$ cat config.mk
export PLATFORM = sky130hd
export DESIGN_NAME = mem_arbiter
export DESIGN_NICKNAME = d
export VERILOG_FILES = /design/src/rtl/mem_arbiter.sv
export SDC_FILE = /design/constraint.sdc
export NUM_CORES = 1
export LEC_CHECK = 0
export BUFFER_PORTS_ARGS = -buffer_cell sky130_fd_sc_hd__buf_2
export CORE_MARGIN = 2
export CORE_UTILIZATION = 25
export DETAILED_ROUTE_END_ITERATION = 8
export HOLD_SLACK_MARGIN = 0.1
export PLACE_DENSITY = 0.72
export SLEW_MARGIN = 5
export SYNTH_ARGS = -nofsm -noshare
export SYNTH_HDL_FRONTEND = slang
export SYNTH_SLANG_ARGS = --single-unit
$ cat constraint.sdc
create_clock -name clk -period 3.5 [get_ports clk]
set_input_delay 0 -clock clk [delete_from_list [all_inputs] [get_ports clk]]
set_output_delay 0 -clock clk [all_outputs]
set_load 0.01 [all_outputs]
$ cat src/rtl/mem_arbiter.sv
// mem_arbiter: grants one of two cache controllers ownership of a shared memory port.
// Reads in flight are tracked by owner and delivered MEM_LAT cycles after acceptance.
module mem_arbiter #(
    parameter int MEM_LAT = 2
) (
    input  logic        clk,
    input  logic        rst,
    input  logic        i_req,
    input  logic        i_rd,
    input  logic        i_wr,
    input  logic [15:0] i_addr,
    input  logic [15:0] i_wdata,
    input  logic        d_req,
    input  logic        d_rd,
    input  logic        d_wr,
    input  logic [15:0] d_addr,
    input  logic [15:0] d_wdata,
    output logic        i_gnt,
    output logic        d_gnt,
    output logic [15:0] i_rdata,
    output logic [15:0] d_rdata,
    output logic        i_valid,
    output logic        d_valid,
    output logic        i_stall,
    output logic        d_stall,
    output logic [15:0] mem_addr,
    output logic [15:0] mem_wdata,
    output logic        mem_rd,
    output logic        mem_wr,
    input  logic [15:0] mem_rdata,
    input  logic        mem_stall,
    output logic        err
);
    // One-hot so that corrupted encodings are detectable.
    typedef enum logic [3:0] {
        IDLE  = 4'b0001,
        GNT_I = 4'b0010,
        GNT_D = 4'b0100,
        DRAIN = 4'b1000
    } state_t;

    state_t state, state_n;
    logic last_d;
    logic [MEM_LAT-1:0] pv, pt, pv_n, pt_n;
    logic own_i, own_d, acc, illegal;

    assign own_i = (state == GNT_I) && i_req;
    assign own_d = (state == GNT_D) && d_req;

    assign mem_rd    = own_i ? i_rd    : own_d ? d_rd    : 1'b0;
    assign mem_wr    = own_i ? i_wr    : own_d ? d_wr    : 1'b0;
    assign mem_addr  = own_i ? i_addr  : own_d ? d_addr  : 16'h0;
    assign mem_wdata = own_i ? i_wdata : own_d ? d_wdata : 16'h0;

    assign i_stall = own_i & (i_rd | i_wr) & mem_stall;
    assign d_stall = own_d & (d_rd | d_wr) & mem_stall;

    assign acc  = mem_rd & ~mem_stall;
    // pv marks occupied slots, pt tags each slot: 1 = data side.
    assign pv_n = (pv << 1) | MEM_LAT'(acc);
    assign pt_n = (pt << 1) | MEM_LAT'(own_d);

    assign i_gnt   = state == GNT_I;
    assign d_gnt   = state == GNT_D;
    assign i_rdata = mem_rdata;
    assign d_rdata = mem_rdata;
    assign i_valid = pv[MEM_LAT-1] & ~pt[MEM_LAT-1];
    assign d_valid = pv[MEM_LAT-1] &  pt[MEM_LAT-1];
    assign err     = (mem_rd & mem_wr) | illegal;

    always_comb begin
        state_n = IDLE;
        illegal = 1'b0;
        case (state)
            IDLE:    state_n = (d_req && (!i_req || !last_d)) ? GNT_D : i_req ? GNT_I : IDLE;
            GNT_I:   state_n = i_req ? GNT_I : (|pv ? DRAIN : IDLE);
            GNT_D:   state_n = d_req ? GNT_D : (|pv ? DRAIN : IDLE);
            DRAIN:   state_n = |pv_n ? DRAIN : IDLE;
            default: illegal = 1'b1;
        endcase
    end

    always_ff @(posedge clk or posedge rst) begin
        if (rst) begin
            state  <= IDLE;
            last_d <= 1'b0;
            pv     <= '0;
            pt     <= '0;
        end else begin
            state <= state_n;
            pv    <= pv_n;
            pt    <= pt_n;
            if (state == IDLE && state_n != IDLE)
                last_d <= state_n == GNT_D;
        end
    end
endmodule

==> flow_summary.json <==
{
  "cts_buffers": 3,
  "ys_warn_count": 0,
  "hold_violations": 0,
  "ant_nets": 0,
  "r2r-end": "pv[0]$_DFF_PP0_",
  "yosysTopAreaCellShare_pct": 25.6,
  "rows": 24,
  "setup_ws_ns": 0.771,
  "hold_class": "primary input to asynchronous set/reset pin",
  "clockBufferDepth": 2,
  "core_um2": 4350,
  "reg2reg_setup_slack_ns": 0.77,
  "rsz0062_at_grt": "false",
  "drive_gt1_share_pct": 55.6,
  "firstDrtPassIters": 4,
  "p_leak_nw": 0.993,
  "ys_seq_area_share_pct": 20.1,
  "grt_start_max_net_pins": 29,
  "grt-ovfl-total": 0,
  "cp-start-kind": "flop",
  "syn_to_final_growth_pct": 51.7,
  "status": "complete, no violations",
  "cp_num_cells": 5,
  "end_kind": "flop",
  "cp-startpoint": "state[1]$_DFF_PP0_",
  "worstMarginPinSlew_ns": 0.975,
  "setup_viol": 0,
  "grt_pass1_vias": 1303,
  "r2r-start": "state[1]$_DFF_PP0_",
  "ir_worst_vdd_mv": 0.131,
  "start_util_pct": 25.9,
  "synth-seq-cells": 9,
  "viasPerCell": 4.85,
  "clk_pin_slew_ns": 0.05,
  "h-tree-depth": 1,
  "slew_violations": 0,
  "yosysTopAreaCell": "a22o_1",
  "period_minus_slack_ns": 2.73,
  "post_cts_buffers": 0,
  "slew_headroom_pct": 35.0,
  "fmax_mhz": 366,
  "cts-root-buf": "clkbuf_8",
  "layout.cells.non_filler": 275,
  "crit_fanout": 28,
  "syn_avg_cell_area_um2": 9.10,
  "synthCells": 124,
  "gp_congestion": 0.750,
  "clock_sinks": 9,
  "die_w_um": 71.2,
  "synthTopCellsByArea": "a22o_1 (26%), buf_4 (23%), dfrtp_1 (18%)",
  "cp_slowest_cell": "and2_1",
  "syn_area_um2": 1130,
  "setup-tns-final_ns": 0,
  "clk_latency_ns": 0.24,
  "post_drt_wl_per_cell_um": 13.3,
  "drt-total-wl_um": 3670,
  "drc_errors": 0,
  "worstPathRequired_ns": 3.68,
  "dieArea_um2": 5070,
  "power_density_nw_per_um2": 413,
  "pin_count": 162,
  "dp_hpwl_um": 2780,
  "grt_pass1_wl_um": 5790,
  "dpl-instance-area_um2": 1450,
  "drtIter0Drc": 20,
  "io_buffer_count": 113,
  "dp_slack_ns": 1.15,
  "skew_ns": 0.00228,
  "crit_chain": "nor4b_4 -> and2_1 -> a22oi_2 -> nor2_1 -> dlygate4sd3_1",
  "yosysUniqueCellTypes": 27,
  "grt_usage_pct": 14.0,
  "worstRegToRegCells": 5,
  "drv_cap": 0,
  "total_power_uw": 706,
  "antenna_found_initial": 0,
  "crit_type": "flop to flop",
  "syn_nets": 213,
  "die_height_um": 71.2,
  "endpoint": "pv[0]$_DFF_PP0_",
  "critical_path_arrival_ns": 2.91,
  "crit_family": "simple AND/OR/NAND/NOR gates",
  "timing.final.crit_share_pct": 78.0,
  "max_stage_delay_ns": 0.83,
  "finalInstanceArea_um2": 1710,
  "dr_total_vias": 1335,
  "whs_ns": 0.261,
  "antenna_cells": 0,
  "cts_tree": "done",
  "dp_cells": 249,
  "critPathBufInv": 1,
  "layout.nets": 313,
  "final_util_pct": 39.3
}
logic make-up after synthesis:
family | synth area share, %
AOI/OAI and AO/OA | 35.1
xor gates and xnor gates | 0.776
buffers and inverters | 30.2
DFF | 20.1
and+or+nand+nor | 13.9
cells in the final DEF (no fill, tap or decap), drive strengths merged, types with 7 or more instances in the layout:
master / count
a22o: 33
buf: 115
dfrtp: 8
dlygate4sd3: 22
nor2: 7
cells in the mapped netlist:
library cell   n
buf_2          2
a22oi_1        2
nor2_1         7
o31ai_1        1
dfrtp_1        8
or4b_2         1
buf_6          5
or3b_1         1
nor3_1         2
a22oi_2        1
a21oi_1        3
dfstp_2        1
o211a_1        2
o22ai_1        1
inv_1          3
nor2b_1        3
nor4b_4        2
a31oi_1        1
and2_1         3
o21ai_0        1
buf_4         35
a22o_1        33
o32ai_1        1
xor2_1         1
nand2_1        1
nand2b_1       2
o41a_1         1
how the worst min path moves through the flow:
stage	startpoint	endpoint	slack (ns)	cells after the start
floorplan	rst	last_d$_DFFE_PP0P_	-0.17	1
global placement	rst	pv[0]$_DFF_PP0_	-0.02	2
detailed placement	rst	state[3]$_DFF_PP0_	-0.01	2
CTS	rst	pv[0]$_DFF_PP0_	0.27	3
global route	rst	pt[0]$_DFF_PP0_	0.30	3
finish	rst	pt[1]$_DFF_PP0_	0.26	3
worst min-delay path, stage by stage:
cell	delay [ns]
dlygate4sd3_1	0.52
buf_2	0.12
inv_1	0.28
routing by layer:
layer / track usage [%] / vias up / routed length, um / share of wire [%]
met5: 0 / - / 0 / 0
met4: 5.87 / 0 / 49 / 1.3
met3: 3.42 / 7 / 333 / 9.1
met2: 25.6 / 79 / 1970 / 54
met1: 15.1 / 622 / 1310 / 36
li1: - / 627 / - / -
power by group:
part | switching [mW] | internal [mW] | leakage (nW)
logic | 0.192 | 0.199 | 0.849
clock network | 0.0507 | 0.0784 | 0.0255
registers | 0.0514 | 0.135 | 0.118
total | 0.294 | 0.412 | 0.993
cell type report:
class	instances	area (um^2)
sequential	9	226
fill	445	2640
multi-input combinational	70	562
timing repair buffer	137	801
tap	52	65.1
clock buffer	3	41.3
clock inverter	1	5.00
inverter	3	11.3
state kept, by name, summed over array words and instances, names as in the netlist:
signal  cells
pv          2
last_d      1
pt          2
state       4
repair_timing:
action	4_1_cts	5_1_grt
hold endpoints to repair	45	0
resized for setup	0	0
hold buffers	22	0
No activity file was read; power rests on OpenSTA's default activity.
